$ cat src/rtl/uart_sched_pkg.sv
// Shared types and constants for the UART transmit scheduler.
package uart_sched_pkg;

  typedef enum logic [1:0] {
    IDLE = 2'd0,
    SEND = 2'd1,
    GAP  = 2'd2
  } sched_state_t;

  localparam logic [1:0] REQ_EVT  = 2'd0;
  localparam logic [1:0] REQ_RSP  = 2'd1;
  localparam logic [1:0] REQ_STAT = 2'd2;
  localparam int         NUM_REQ  = 3;

endpackage

$ cat src/rtl/rr_arbiter3.sv
// Three-way round-robin arbiter: the first requester after last_grant wins.
module rr_arbiter3
  import uart_sched_pkg::*;
(
  input  logic [NUM_REQ-1:0] req,
  input  logic [1:0]         last_grant,
  output logic [NUM_REQ-1:0] gnt,
  output logic [1:0]         gnt_idx
);

  logic [1:0] cand;

  // Walk candidates from lowest to highest priority so the nearest one after last_grant is kept.
  always_comb begin
    gnt     = '0;
    gnt_idx = last_grant;
    cand    = '0;
    for (int i = NUM_REQ; i >= 1; i--) begin
      cand = 2'((int'(last_grant) + i) % NUM_REQ);
      if (req[cand]) begin
        gnt       = '0;
        gnt[cand] = 1'b1;
        gnt_idx   = cand;
      end
    end
  end

endmodule

$ cat src/rtl/uart_tx_scheduler.sv
// Shares one uart_tx between event, response and periodic status frames
// with round-robin arbitration and an optional idle gap after each frame.
module uart_tx_scheduler
  import uart_sched_pkg::*;
#(
  parameter int PERIOD_CYCLES = 5_000_000,
  parameter int GAP_CYCLES    = 0
) (
  input  logic       clk,
  input  logic       rst_n,
  input  logic       evt_valid,
  input  logic [7:0] evt_data,
  output logic       evt_ready,
  input  logic       rsp_valid,
  input  logic [7:0] rsp_data,
  output logic       rsp_ready,
  input  logic [7:0] status_byte,
  output logic       tx_valid,
  output logic [7:0] tx_data,
  input  logic       tx_ready,
  output logic       busy,
  output logic [7:0] overrun_cnt
);

  localparam int PW = (PERIOD_CYCLES > 2) ? $clog2(PERIOD_CYCLES) : 1;
  localparam int GW = (GAP_CYCLES > 2) ? $clog2(GAP_CYCLES) : 1;
  localparam logic [PW-1:0] PER_LAST = PW'(PERIOD_CYCLES - 1);
  localparam logic [GW-1:0] GAP_LOAD = GW'((GAP_CYCLES > 0) ? GAP_CYCLES - 1 : 0);

  sched_state_t       state;
  logic [1:0]         last_grant;
  logic [PW-1:0]      per_cnt;
  logic [GW-1:0]      gap_cnt;
  logic               stat_pend;
  logic               tick;
  logic               stat_grant;
  logic [NUM_REQ-1:0] req;
  logic [NUM_REQ-1:0] gnt;
  logic [1:0]         gnt_idx;

  assign req        = {stat_pend, rsp_valid, evt_valid};
  assign tick       = (per_cnt == PER_LAST);
  assign stat_grant = (state == IDLE) && gnt[REQ_STAT];
  assign busy       = (state != IDLE);

  // Ready is gated by rst_n so it stays low while reset is held with a valid pending.
  assign evt_ready  = rst_n && (state == IDLE) && gnt[REQ_EVT];
  assign rsp_ready  = rst_n && (state == IDLE) && gnt[REQ_RSP];

  rr_arbiter3 u_arb (
    .req        (req),
    .last_grant (last_grant),
    .gnt        (gnt),
    .gnt_idx    (gnt_idx)
  );

  always_ff @(posedge clk or negedge rst_n) begin
    if (!rst_n) per_cnt <= '0;
    else        per_cnt <= tick ? '0 : per_cnt + 1'b1;
  end

  // A tick coinciding with a status grant re-arms the flag without counting an overrun.
  always_ff @(posedge clk or negedge rst_n) begin
    if (!rst_n) begin
      stat_pend   <= 1'b0;
      overrun_cnt <= '0;
    end else if (tick) begin
      stat_pend <= 1'b1;
      if (stat_pend && !stat_grant && overrun_cnt != 8'hFF)
        overrun_cnt <= overrun_cnt + 1'b1;
    end else if (stat_grant) begin
      stat_pend <= 1'b0;
    end
  end

  always_ff @(posedge clk or negedge rst_n) begin
    if (!rst_n) begin
      state      <= IDLE;
      last_grant <= REQ_STAT;
      tx_valid   <= 1'b0;
      tx_data    <= '0;
      gap_cnt    <= '0;
    end else begin
      case (state)
        IDLE: begin
          if (|req) begin
            state      <= SEND;
            tx_valid   <= 1'b1;
            last_grant <= gnt_idx;
            case (gnt_idx)
              REQ_EVT: tx_data <= evt_data;
              REQ_RSP: tx_data <= rsp_data;
              default: tx_data <= status_byte;
            endcase
          end
        end
        SEND: begin
          if (tx_valid && tx_ready) begin
            tx_valid <= 1'b0;
            if (GAP_CYCLES > 0) begin
              state   <= GAP;
              gap_cnt <= GAP_LOAD;
            end else begin
              state <= IDLE;
            end
          end
        end
        GAP: begin
          if (gap_cnt == '0) state <= IDLE;
          else               gap_cnt <= gap_cnt - 1'b1;
        end
        default: begin
          state    <= IDLE;
          tx_valid <= 1'b0;
        end
      endcase
    end
  end

endmodule
$ cat config.mk
export PLATFORM = sky130hd
export DESIGN_NAME = uart_tx_scheduler
export DESIGN_NICKNAME = d
export VERILOG_FILES = /design/src/rtl/uart_sched_pkg.sv /design/src/rtl/rr_arbiter3.sv /design/src/rtl/uart_tx_scheduler.sv
export SDC_FILE = /design/constraint.sdc
export NUM_CORES = 1
export LEC_CHECK = 0
export BUFFER_PORTS_ARGS = -buffer_cell sky130_fd_sc_hd__buf_2
export CELL_PAD_IN_SITES_DETAIL_PLACEMENT = 0
export CELL_PAD_IN_SITES_GLOBAL_PLACEMENT = 1
export CORE_MARGIN = 4
export CORE_UTILIZATION = 42
export DETAILED_ROUTE_END_ITERATION = 16
export HOLD_SLACK_MARGIN = 0.06
export PLACE_DENSITY = 0.86
export SLEW_MARGIN = 20
export SYNTH_ARGS = -nofsm -noshare
export SYNTH_HDL_FRONTEND = slang
export SYNTH_SLANG_ARGS = --single-unit
$ cat constraint.sdc
create_clock -name clk -period 3.15 [get_ports clk]
set_clock_uncertainty 0.15 [all_clocks]
set_input_delay 0.1575 -clock clk [delete_from_list [all_inputs] [get_ports clk]]
set_output_delay 0.1575 -clock clk [all_outputs]
set_load 0.02 [all_outputs]
==> out/results.env, run 1 <==
DR_WL_CELL_UM=14.41
STATUS='finished clean'
TIMING.REG2REG.SETUP_SLACK_PS=290
STATIC-LEAKAGE-POWER_nW=1.391
NUMBER_OF_GLOBAL_ROUTE_VIAS_BEFORE_REPAIR=2063
SETUP_TOTAL_NEGATIVE_SLACK_PS=0
PLACEMENT.IO_BUFFERS=48
SYNTHESIS.AREA_UM2=2502
YS.WARNINGS.COUNT=0
R2R-START='last_grant[1]'
SYNTH_EDF_COUNT=0
GLOBAL_ROUTE_WIRE_LENGTH_BEFORE_REPAIR_UM=9563
CRITPATHLAUNCHTYPE='register'
HOLD_CLASS='in -> reg'
CTS_BUFFERS=5
REPORT.FINAL.SLEW_VIOL_COUNT=0
CLOCK_TREE_SINKS=43
MAXSLEWHEADROOM=0.6418
GRT_MAX_DEGREE=44
MOST_FREQUENT_CELLS_IN_THE_LAYOUT='sky130_fd_sc_hd__buf_2 (48), sky130_fd_sc_hd__dfrtp_1 (42), sky130_fd_sc_hd__nand3_1 (31), sky130_fd_sc_hd__nor2_1 (19)'
POST_SYNTHESIS_AREA_PER_INSTANCE_UM2=10.13
INSERTION_DELAY_PS=300
POST_DRT_VIA_CELL_RATIO=5.393
CTS.REPAIR.RESIZED=0
ANTENNA_FOUND_INITIAL=0
DESIGN.PORTCOUNT=49
PLACE_CONGESTION=0.9014
FLOORPLAN.DIE_AREA_UM2=7257
ENDPOINT_KIND='register'
SYNTH.NET_COUNT=282
ANTENNA_CELLS_INSERTED=0
RSZ0062_AT_GRT='no'
GRT_UTIL_ALL_LAYERS=0.1615
VIAS=2071
REG2REG_END='overrun_cnt[1]'
FIRST_ITER_VIOLATIONS=94
PLACE.DETAILED.HPWL_UM=3898
SYNTH_CELLS=247
SETUP_SLACK_AFTER_PLACEMENT_PS=323.6
CTS_TREE='done'
HOLD_VIOLATIONS=0
CP-STARTPOINT='last_grant[1]'
YOSYSSEQAREASHARE=0.4305
DIE_HEIGHT_UM=85.19
FINAL_NET_COUNT=346
TOTALWIRELENGTH_UM=5532
DRT_FIRST_PASS_ITERS=4
MAX_CLOCK_FREQ_GHz=0.3492
WORST_SETUP_HOLD_PATH_CLK_SLEW_PS=90
WORSTSETUPPATHTYPE='reg -> reg'
COUNT_OF_NETS_LEFT_WITH_ANTENNA_VIOLATIONS_AFTER_DETAIL_ROUTING=0
CRITPATHREQUIREDTIME_PS=3200
CHIPWIDTH_UM=85.19
LAYOUT-DRIVE-GT1-SHARE=0.2853
CP_DATA_ARRIVAL_TIME_PS=2910
WORSTMARGINPINSLEW_PS=537.4
COREAREA_UM2=5642
REMAINING_DRC_ERRORS=0
POST-ROUTE-WORST-SETUP-SLACK_PS=286.2
MAXCAPVIOLCOUNT=0
POWERDENSITY_nW_PER_UM2=682.6
YS_DOMINANT_REG_CELL='sky130_fd_sc_hd__dfrtp_1'
CRIT_PATH_MAX_FANOUT=7
HTREE_NUM_LEVELS=2
GRT_REMAINING_OVERFLOW=0
FINALSETUPVIOLCOUNT=0
CTS_ROOT_BUFFER='sky130_fd_sc_hd__clkbuf_8'
STD_CELL_ROWS=27
POST_CTS.REPAIR.SETUP_BUFFERS=0
FINAL_PERIOD_MINUS_WORST_SETUP_SLACK_PS=2864
WORST-R2R-CELL-COUNT=7
START_UTIL=0.4436
SYN_TO_FINAL_GROWTH_PCT=21.45
SYNTH_ASYNC_SR_FLOP_SHARE=1.000
CRIT_PATH_END='overrun_cnt[1]'
SYNTH_SEQ_CELLS=43
LAYOUT_COMMONEST_CELL='sky130_fd_sc_hd__buf_2'
MAX-VDD-IR-DROP_mV=0.4255
CLOCK_TREE.BUFFER_DEPTH=2
FINAL_MIN_PERIOD_OVER_CLOCK_PERIOD=0.9091
SYNTH.LIB_CELLS_USED.DISTINCT=48
power breakdown:
group	internal, mW	switching [mW]
Sequential	0.629	0.0699
Combinational	0.457	0.556
Clock	0.159	0.205
Total	1.24	0.831
worst min-delay path by stage:
stage	from	end	cells past startpoint
floorplan	rst_n	last_grant[0]	0
global placement	rst_n	per_cnt[14]	2
detailed placement	rst_n	tx_valid	2
CTS	evt_data[2]	tx_data[2]	4
global route	evt_data[5]	tx_data[5]	4
finish	evt_data[2]	tx_data[2]	4
cell families after synthesis:
family,Yosys count,share of synthesized area
xor gates and xnor gates,27,0.09450
buffers and inverters,15,0.03449
muxes,9,0.03750
DFF,43,0.4305
adders and majority gates,6,0.03000
AOI/OAI and AO/OA,39,0.1365
and+or+nand+nor,108,0.2365
per-layer routing:
metal	GRT usage	wire, um
met1	0.2018	2590
met4	0.06043	76
met2	0.2698	2627
met5	0	0
met3	0.03883	237
sequential cells by signal (all words and copies together), names as in the netlist:
signal,flops
per_cnt,23
tx_valid,1
tx_data,8
overrun_cnt,8
stat_pend,1
last_grant,2
cell type report:
type	instances	area, um^2
fillers	509	2603
multi-input cells	189	1339
flip-flops and latches	43	1077
repair buffers	68	425.4
well taps	72	90.09
clock buffers	5	68.82
clock inverters	3	23.77
inverters	4	15.01
synth_stat cells (2+ instances only):
cell	instances	share of area
sky130_fd_sc_hd__and2_1	3	0.0075
sky130_fd_sc_hd__clkbuf_1	3	0.0045
sky130_fd_sc_hd__a21oi_1	3	0.0060
sky130_fd_sc_hd__nand2b_1	4	0.010
sky130_fd_sc_hd__nand4_1	9	0.022
sky130_fd_sc_hd__nand3_1	31	0.062
sky130_fd_sc_hd__nand2_1	13	0.020
sky130_fd_sc_hd__xnor2_1	14	0.049
sky130_fd_sc_hd__buf_2	3	0.0060
sky130_fd_sc_hd__nor3_1	3	0.0060
sky130_fd_sc_hd__dfrtp_1	42	0.42
sky130_fd_sc_hd__buf_4	3	0.0090
sky130_fd_sc_hd__o221a_2	8	0.036
sky130_fd_sc_hd__and3_1	6	0.015
sky130_fd_sc_hd__nor4b_1	2	0.0070
sky130_fd_sc_hd__nor2b_1	5	0.013
sky130_fd_sc_hd__nand3b_1	2	0.0060
sky130_fd_sc_hd__xor2_1	13	0.046
sky130_fd_sc_hd__buf_6	2	0.0090
sky130_fd_sc_hd__mux2_2	3	0.013
sky130_fd_sc_hd__nor2_1	19	0.029
sky130_fd_sc_hd__inv_1	4	0.0060
sky130_fd_sc_hd__and4_1	3	0.011
sky130_fd_sc_hd__a21bo_2	9	0.036
sky130_fd_sc_hd__mux2i_1	6	0.024
sky130_fd_sc_hd__ha_1	6	0.030
sky130_fd_sc_hd__nor4_1	2	0.0050
sky130_fd_sc_hd__o21ai_0	6	0.012
repair_timing:
| action | 4_1_cts | 5_1_grt |
|---|---|---|
| setup endpoints to repair | 0 | 0 |
| endpoints found under the hold margin | 51 | 0 |
| hold buffers | 14 | 0 |
through the flow:
step / hold WS, ps / utilization / instance area, um^2 / cells / power [mW]
3_3_place_gp: 163.8 / 0.4975 / 2806 / 362 / 1.691
5_1_grt: 83.47 / 0.5387 / 3039 / 384 / 2.224
2_1_floorplan: -288.1 / - / 2502 / 247 / 1.472
4_1_cts: 60.08 / 0.5387 / 3039 / 384 / 2.087
6_report: 66.30 / 0.5387 / 3039 / 384 / 2.075
3_5_place_dp: 172.4 / 0.4975 / 2806 / 362 / 1.703
critical path: stages (launching register included):
cell                       delay, ps
sky130_fd_sc_hd__dfstp_2         580
sky130_fd_sc_hd__inv_1            80
sky130_fd_sc_hd__ha_1            220
sky130_fd_sc_hd__mux2i_1         240
sky130_fd_sc_hd__o21ai_0         210
sky130_fd_sc_hd__a311o_1         470
sky130_fd_sc_hd__a211oi_4        420
sky130_fd_sc_hd__mux2_2          380
Power figures use the tool's default switching activity.
==> run 2, diff against run 1 <==
Settings changed: MAX_ROUTING_LAYER set to met4, PLACE_DENSITY 0.86 to unset, PLACE_DENSITY_LB_ADDON set to 0.1.
==> out/results.env, run 2 (synthesized netlist as in run 1, its figures left out) <==
MOST_FREQUENT_CELLS_IN_THE_LAYOUT='sky130_fd_sc_hd__buf_2 (48), sky130_fd_sc_hd__dfrtp_1 (42), sky130_fd_sc_hd__nand3_1 (31), sky130_fd_sc_hd__nor2_1 (19), sky130_fd_sc_hd__xnor2_1 (14)'
INTPOWER_mW=1.282  # +3.0%
FLOORPLAN.DIE_AREA_UM2=7257  # unchanged
LARGEST_REGISTER_FF_COUNT=23  # unchanged
MAX_CLOCK_FREQ_GHz=0.3545  # +1.5%
CLOCK_TREE_SINKS=43  # unchanged
FINALSETUPVIOLCOUNT=0  # unchanged
STD_CELL_ROWS=27  # unchanged
RSZ0062_AT_GRT='no'
LAYOUT_COMMONEST_CELL='sky130_fd_sc_hd__buf_2'
COUNT_OF_NETS_LEFT_WITH_ANTENNA_VIOLATIONS_AFTER_DETAIL_ROUTING=0  # unchanged
CTS_BUFFERS=5  # unchanged
STATIC-LEAKAGE-POWER_nW=1.384  # -0.50%
PLACEMENT.IO_BUFFERS=48  # unchanged
POST_PLACE_INSTANCE_AREA_UM2=2806  # unchanged
CLOCKPOWERSHARE=0.189  # +0.014
FIRST_ITER_VIOLATIONS=51  # -46%
NUMBER_OF_GLOBAL_ROUTE_VIAS_BEFORE_REPAIR=1995  # -3.3%
POWERDENSITY_nW_PER_UM2=692.7  # +1.5%
DR_WL_CELL_UM=14.29  # -0.79%
ANTENNA_CELLS_INSERTED=0  # unchanged
COREAREA_UM2=5642  # unchanged
FINAL_PERIOD_MINUS_WORST_SETUP_SLACK_PS=2821  # -43.06 ps
REPORT.FINAL.SLEW_VIOL_COUNT=0  # unchanged
DIE_HEIGHT_UM=85.19  # unchanged
POST_DRT_VIA_CELL_RATIO=5.347  # -0.85%
FINAL_CELL_AREA_UM2=3010  # -0.95%
REGISTERS.TOP_BY_FF_COUNT='per_cnt'
CRIT_PATH_MAX_FANOUT=7  # unchanged
CP_DATA_ARRIVAL_TIME_PS=2860  # -50 ps
INSERTION_DELAY_PS=300  # about the same
VIAS=2032  # -1.9%
INSTANCES_NO_FILL=380  # -1.0%
NETSWITCHINGFRACTION=0.3854  # -0.01498
CTS.REPAIR.RESIZED=0  # unchanged
POST-ROUTE-WORST-SETUP-SLACK_PS=329.3  # +43.06 ps
MAX-VDD-IR-DROP_mV=0.5219  # +23%
TOTAL_POWER_mW=2.085  # +0.52%
WORST_SETUP_HOLD_PATH_CLK_SLEW_PS=90  # about the same
FINAL_MIN_PERIOD_OVER_CLOCK_PERIOD=0.8955  # -0.01367
PLACED_CELLS_INCL_TAPS=362  # unchanged
REMAINING_DRC_ERRORS=0  # unchanged
MAXCAPVIOLCOUNT=0  # unchanged
DRT_FIRST_PASS_ITERS=4  # unchanged
CRITPATHLAUNCHTYPE='register'
CLOCK_TREE.BUFFER_DEPTH=2  # unchanged
FINALCOREUTILIZATION=0.5336  # -0.005101
GRT_REMAINING_OVERFLOW=0  # unchanged
HOLD_VIOLATIONS=0  # unchanged
DESIGN.PORTCOUNT=49  # unchanged
TOTALWIRELENGTH_UM=5431  # -1.8%
SYN_TO_FINAL_GROWTH_PCT=20.30
SETUP_SLACK_AFTER_PLACEMENT_PS=339.3  # +15.70 ps
PLACE_CONGESTION=0.8819  # -2.2%
REG.LARGEST.LIST='per_cnt (23), overrun_cnt (8), tx_data (8)'
POST_CTS.REPAIR.SETUP_BUFFERS=0  # unchanged
FINAL_NET_COUNT=342  # -1.2%
STATUS='finished clean'
CTS_TREE='done'
CTS_HOLD_BUF=10  # -4
WORSTSETUPPATHTYPE='reg -> reg'
LAYOUT-DRIVE-GT1-SHARE=0.2890  # +0.003705
HTREE_NUM_LEVELS=2  # unchanged
ANTENNA_FOUND_INITIAL=0  # unchanged
CHIPWIDTH_UM=85.19  # unchanged
COMBPWRFRAC=0.478  # -0.010
PLACE.DETAILED.HPWL_UM=3915  # +0.44%
ENDPOINT_KIND='register'
GRT_MAX_DEGREE=44  # unchanged
HOLD_CLASS='in -> reg'
SETUP_TOTAL_NEGATIVE_SLACK_PS=0  # unchanged
GLOBAL_ROUTE_WIRE_LENGTH_BEFORE_REPAIR_UM=9280  # -3.0%
CRITPATHREQUIREDTIME_PS=3190  # about the same
START_UTIL=0.4436  # unchanged
WORSTMARGINPINSLEW_PS=552.3  # +14.92 ps
POWER_FRAC_SEQ=0.333  # -0.004
MAXSLEWHEADROOM=0.6305  # -0.01130
GRT_UTIL_ALL_LAYERS=0.1625  # +0.0009287
FINAL_HOLD_SLACK_PS=72.52  # +6.214 ps
CTS_ROOT_BUFFER='sky130_fd_sc_hd__clkbuf_8'
SWITCHINGPOWER_mW=0.8036  # -3.2%
==> run 2: cell types whose count changed in the layout (fill, tap and decap cells not counted) <==
cell | before | now
sky130_fd_sc_hd__dlygate4sd3_1 | 14 | 10
sky130_fd_sc_hd__clkinvlp_4 | 2 | 1
sky130_fd_sc_hd__inv_6 | 1 | 0
sky130_fd_sc_hd__clkbuf_8 | 5 | 7
==> run 2: path summary, 6_finish.rpt <==
kind | from | to | slack, ps | cells after the start
worst max-delay path | last_grant[1] | overrun_cnt[1] | 330 | 7
worst min-delay path | evt_data[4] | tx_data[4] | 70 | 4
worst max register to register | last_grant[1] | overrun_cnt[1] | 330 | 7
worst min register to register | per_cnt[0] | per_cnt[0] | 310 | 1
max in group asynchronous | rst_n | last_grant[1] | 2090 | 3
min in group asynchronous | rst_n | overrun_cnt[5] | 390 | 3
==> run 2: power by group through the flow <==
| stage | clock, mW | combinational (mW) | sequential (mW) |
|---|---|---|---|
| finish | 0.393 | 0.997 | 0.695 |
| global route | 0.428 | 1.10 | 0.706 |
| CTS | 0.403 | 1.00 | 0.695 |
| detailed placement | 0 | 0.992 | 0.703 |
| global placement | 0 | 1.00 | 0.704 |
| floorplan | 0 | 0.726 | 0.746 |
==> run 2: layer usage <==
| layer | vias to the layer above | share of wire | global-route usage |
|---|---|---|---|
| met5 | - | 0 | - |
| met4 | 0 | 0.0085 | 0.04892 |
| met3 | 4 | 0.054 | 0.03495 |
| met2 | 62 | 0.47 | 0.2613 |
| met1 | 953 | 0.47 | 0.2050 |
| li1 | 1013 | - | - |
==> run 2: cell type report <==
class | count | area, um^2
clock buffer | 7 | 96.34
clock inverter | 1 | 7.507
fill | 510 | 2631
inverter | 4 | 15.01
multi-input combinational | 189 | 1339
sequential | 43 | 1077
tap | 72 | 90.09
timing repair buffer | 64 | 385.4
==> run 2: worst max-delay path, cell delays in order (launching register included) <==
cell                       delay (ps)
sky130_fd_sc_hd__dfstp_2          570
sky130_fd_sc_hd__inv_1             70
sky130_fd_sc_hd__ha_1             220
sky130_fd_sc_hd__mux2i_1          240
sky130_fd_sc_hd__o21ai_0          200
sky130_fd_sc_hd__a311o_1          460
sky130_fd_sc_hd__a211oi_4         410
sky130_fd_sc_hd__mux2_2           380
==> run 3, diff against run 2 <==
Settings changed: SYNTH_HIERARCHICAL set to 1.
==> out/results.env, run 3 <==
YOSYSSEQAREASHARE=0.4463  # +0.01585
GRT_UTIL_ALL_LAYERS=0.1650  # +0.002501
CP_DATA_ARRIVAL_TIME_PS=2820  # -40 ps
YOSYS-TOP-CELLS-COUNT='sky130_fd_sc_hd__dfrtp_1 (42), sky130_fd_sc_hd__nand2_1 (22), sky130_fd_sc_hd__nor2_1 (16), sky130_fd_sc_hd__o21ai_0 (16), sky130_fd_sc_hd__xnor2_1 (13)'
DESIGN.PORTCOUNT=49  # unchanged
MAX_CLOCK_FREQ_GHz=0.3583  # +1.1%
LAYOUT-DRIVE-GT1-SHARE=0.2568  # -0.03220
FINAL_PERIOD_MINUS_WORST_SETUP_SLACK_PS=2791  # -30.04 ps
POWERDENSITY_nW_PER_UM2=717.8  # +3.6%
CHIPWIDTH_UM=83.81  # -1.6%
COREAREA_UM2=5540  # -1.8%
STD_CELL_ROWS=27  # unchanged
DRT_FIRST_PASS_ITERS=4  # unchanged
DIE_HEIGHT_UM=83.81  # -1.6%
SYNTH_ADDER_AREA_SHARE=0.03110  # +0.001104
GLOBAL_ROUTE_WIRE_LENGTH_BEFORE_REPAIR_UM=9335  # +0.59%
SYN_TO_FINAL_GROWTH_PCT=18.46
FINALSETUPVIOLCOUNT=0  # unchanged
PLACE_CONGESTION=0.7822  # -11%
POST-ROUTE-WORST-SETUP-SLACK_PS=359.3  # +30.04 ps
MAXSLEWHEADROOM=0.4056  # -0.2248
HTREE_NUM_LEVELS=2  # unchanged
SETUP_SLACK_AFTER_PLACEMENT_PS=415.7  # +76.49 ps
DR_WL_CELL_UM=14.18  # -0.75%
MAXCAPVIOLCOUNT=0  # unchanged
PLACED_CELLS_INCL_TAPS=355  # -1.9%
POST_DRT_VIA_CELL_RATIO=5.204  # -2.7%
CP.BUFFERS_INVERTERS=1  # unchanged
SYNTH-XOR-AREA-SHARE=0.08346  # -0.01104
SYNTH_ASYNC_SR_FLOP_SHARE=1.000  # unchanged
GRT_MAX_DEGREE=24  # -45%
TOTALWIRELENGTH_UM=5220  # -3.9%
POST_CTS.REPAIR.SETUP_BUFFERS=0  # unchanged
PLACEMENT.IO_BUFFERS=48  # unchanged
FINAL_MIN_PERIOD_OVER_CLOCK_PERIOD=0.8859  # -0.009535
POWER_FRAC_SEQ=0.332  # about the same
INTPOWER_mW=1.243  # -3.0%
DOMINANT_COMBINATIONAL_CELL_FAMILY_BY_AREA_AFTER_SYNTHESIS='simple AND/OR/NAND/NOR gates'
CRIT_PATH_MAX_DELAY_FAMILY='multiplexers'
YS.WARNINGS.COUNT=6  # +6
REMAINING_DRC_ERRORS=0  # unchanged
FIRST_ITER_VIOLATIONS=84  # +65%
INSERTION_DELAY_PS=290  # about the same
CRITPATHLAUNCHTYPE='register'
LARGEST_REGISTER_FF_COUNT=23  # unchanged
STATIC-LEAKAGE-POWER_nW=1.373  # -0.75%
RSZ0062_AT_GRT='no'
CRIT_CHAIN='ha_1 > mux2i_2 > o21ai_0 > a21o_1 > o21ai_1 > buf_4 > mux2i_1 > o21ai_0 > mux2_2'
CTS_ROOT_BUFFER='sky130_fd_sc_hd__clkbuf_8'
SETUP_TOTAL_NEGATIVE_SLACK_PS=0  # unchanged
COUNT_OF_NETS_LEFT_WITH_ANTENNA_VIOLATIONS_AFTER_DETAIL_ROUTING=0  # unchanged
WORSTMARGINPINSLEW_PS=888.3  # +336.0 ps
MOST_FREQUENT_CELLS_IN_THE_LAYOUT='sky130_fd_sc_hd__buf_2 (48), sky130_fd_sc_hd__dfrtp_1 (42), sky130_fd_sc_hd__nand2_1 (22), sky130_fd_sc_hd__nor2_1 (16), sky130_fd_sc_hd__o21ai_0 (16)'
CRIT_TOP_CELL='sky130_fd_sc_hd__o21ai_0'
INSTANCES_NO_FILL=368  # -3.2%
REGISTERS.TOP_BY_FF_COUNT='per_cnt'
SYNTH.NET_COUNT=274  # -2.8%
SYNTH_COMPOUND_AREA_FRAC=0.1094  # -0.02712
FLOORPLAN.DIE_AREA_UM2=7023  # -3.2%
LAYOUT_COMMONEST_CELL='sky130_fd_sc_hd__buf_2'
HOLD_VIOLATIONS=0  # unchanged
REPORT.FINAL.SLEW_VIOL_COUNT=0  # unchanged
POST-SYNTH-TOP-COUNT-CELL='sky130_fd_sc_hd__dfrtp_1'
CTS_TREE='done'
CRITICAL_PATH.SLOWEST_CELL='sky130_fd_sc_hd__dfstp_2'
STATUS='finished clean'
GRT_REMAINING_OVERFLOW=0  # unchanged
MAX-VDD-IR-DROP_mV=0.4650  # -11%
SYNTHESIS.AREA_UM2=2414  # -3.5%
REG.LARGEST.LIST='per_cnt (23), overrun_cnt (8), tx_data (8)'
SYNTH_SEQ_CELLS=43  # unchanged
NETLIST.AREA_LEADER.SHARE=0.4355  # +0.01546
WORSTSETUPPATHTYPE='reg -> reg'
POST_SYNTH_MAIN_AREA_CONTRIBUTORS='sky130_fd_sc_hd__dfrtp_1 (44%), sky130_fd_sc_hd__mux2i_1 (5.0%), sky130_fd_sc_hd__xnor2_1 (4.7%)'
START_UTIL=0.4356  # -0.007920
CRIT_PATH_MAX_FANOUT=9  # +2
ANTENNA_FOUND_INITIAL=0  # unchanged
YS_DOMINANT_REG_CELL='sky130_fd_sc_hd__dfrtp_1'
SYNTH_SIMPLE_GATE_AREA_FRAC=0.1913  # -0.04521
MUXSHAREOFSYNTHAREA=0.1068  # +0.06929
WORST_PATH_LARGEST_CELL_DELAY_PS=560  # about the same
ENDPOINT_KIND='register'
CLOCK_TREE_SINKS=43  # unchanged
HOLD_CLASS='in -> reg'
NETSWITCHINGFRACTION=0.3944  # +0.008982
WORST_SETUP_HOLD_PATH_CLK_SLEW_PS=80  # about the same
SYNTH_EDF_COUNT=0  # unchanged
FINAL.FILL_COUNT=552  # +8.2%
CLOCK_TREE.BUFFER_DEPTH=2  # unchanged
SYNTH.LIB_CELLS_USED.DISTINCT=49  # +2.1%
ANTENNA_CELLS_INSERTED=0  # unchanged
FINAL_NET_COUNT=330  # -3.5%
VIAS=1915  # -5.8%
PLACE.DETAILED.HPWL_UM=3834  # -2.1%
SYNTH_CELLS=239  # -3.2%
SWITCHINGPOWER_mW=0.8094  # +0.71%
CRITPATHREQUIREDTIME_PS=3180  # about the same
CTS_BUFFERS=5  # unchanged
POST_SYNTHESIS_AREA_PER_INSTANCE_UM2=10.10  # -0.32%
NUMBER_OF_GLOBAL_ROUTE_VIAS_BEFORE_REPAIR=2030  # +1.8%
CLOCKPOWERSHARE=0.162  # -0.027
SYNTH_TOP_CELL_BY_AREA='sky130_fd_sc_hd__dfrtp_1'
COMBPWRFRAC=0.506  # +0.028
FINALCOREUTILIZATION=0.5160  # -0.01757
run 3: changes by cell type in the layout (fill, tap and decap cells not counted), moves of 5 or more:
cell and change:
sky130_fd_sc_hd__mux2_2 +7, sky130_fd_sc_hd__a21bo_2 -9, sky130_fd_sc_hd__inv_1 +6, sky130_fd_sc_hd__nand3_1 -21, sky130_fd_sc_hd__o221a_2 -8, sky130_fd_sc_hd__dlygate4sd3_1 -5
sky130_fd_sc_hd__o21ai_0 +10, sky130_fd_sc_hd__mux2i_1 +6, sky130_fd_sc_hd__nand2_1 +9
run 3: routing by layer:
| metal | GRT usage | part of all wire |
|---|---|---|
| met1 | 0.1948 | 0.45 |
| met2 | 0.2885 | 0.50 |
| met3 | 0.03949 | 0.035 |
| met4 | 0.03070 | 0.0063 |
| met5 | - | 0 |
run 3: power by group through the flow:
stage,clock (mW),sequential [mW],combinational (mW)
6_report,0.333,0.681,1.04
3_5_place_dp,0,0.695,1.03
3_3_place_gp,0,0.690,1.02
2_1_floorplan,0,0.756,0.722
5_1_grt,0.378,0.694,1.14
4_1_cts,0.351,0.684,1.04
run 3: path summary, 6_finish.rpt:
kind	startpoint	endpoint	slack [ps]	cells after the start
worst max register to register	last_grant[1]	tx_data[2]	360	9
max in group asynchronous	rst_n	last_grant[1]	1900	3
worst min-delay path	status_byte[7]	tx_data[7]	60	4
worst max-delay path	last_grant[1]	tx_data[2]	360	9
min in group asynchronous	rst_n	overrun_cnt[5]	220	2
worst min register to register	per_cnt[22]	per_cnt[22]	330	1
run 3: logic make-up after synthesis:
group,count (synthesis)
simple gates,85
buf+inv,17
flops,43
xor+xnor,23
compound gates,41
fa+ha+maj,6
mux,24
run 3: worst reg2reg max path: stages (launching register included):
cell	delay [ps]
sky130_fd_sc_hd__dfstp_2	560
sky130_fd_sc_hd__ha_1	350
sky130_fd_sc_hd__mux2i_2	320
sky130_fd_sc_hd__o21ai_0	140
sky130_fd_sc_hd__a21o_1	210
sky130_fd_sc_hd__o21ai_1	140
sky130_fd_sc_hd__buf_4	220
sky130_fd_sc_hd__mux2i_1	220
sky130_fd_sc_hd__o21ai_0	100
sky130_fd_sc_hd__mux2_2	270
run 3: per-stage QoR:
| step | area (um^2) | hold slack [ps] | power (mW) |
|---|---|---|---|
| finish | 2859 | 62.38 | 2.052 |
| global route | 2859 | 69.45 | 2.215 |
| CTS | 2859 | 64.22 | 2.075 |
| detailed placement | 2728 | 7.320 | 1.727 |
| global placement | 2728 | 1.368 | 1.712 |
| floorplan | 2414 | -288.1 | 1.477 |
run 3: final cells by class:
| class | count | area [um^2] | area share |
|---|---|---|---|
| inverter | 10 | 37.54 | 0.01313 |
| clock inverter | 1 | 5.005 | 0.001751 |
| sequential | 43 | 1077 | 0.3768 |
| timing repair buffer | 56 | 312.8 | 0.1094 |
| multi-input combinational | 179 | 1260 | 0.4407 |
| clock buffer | 7 | 76.32 | 0.02670 |
| tap | 72 | 90.09 | 0.03151 |
run 3: what timing repair did:
action / in CTS / in global routing
endpoints found under the hold margin: 24 / 0
hold buffers: 5 / 0
resized for setup: 0 / 0
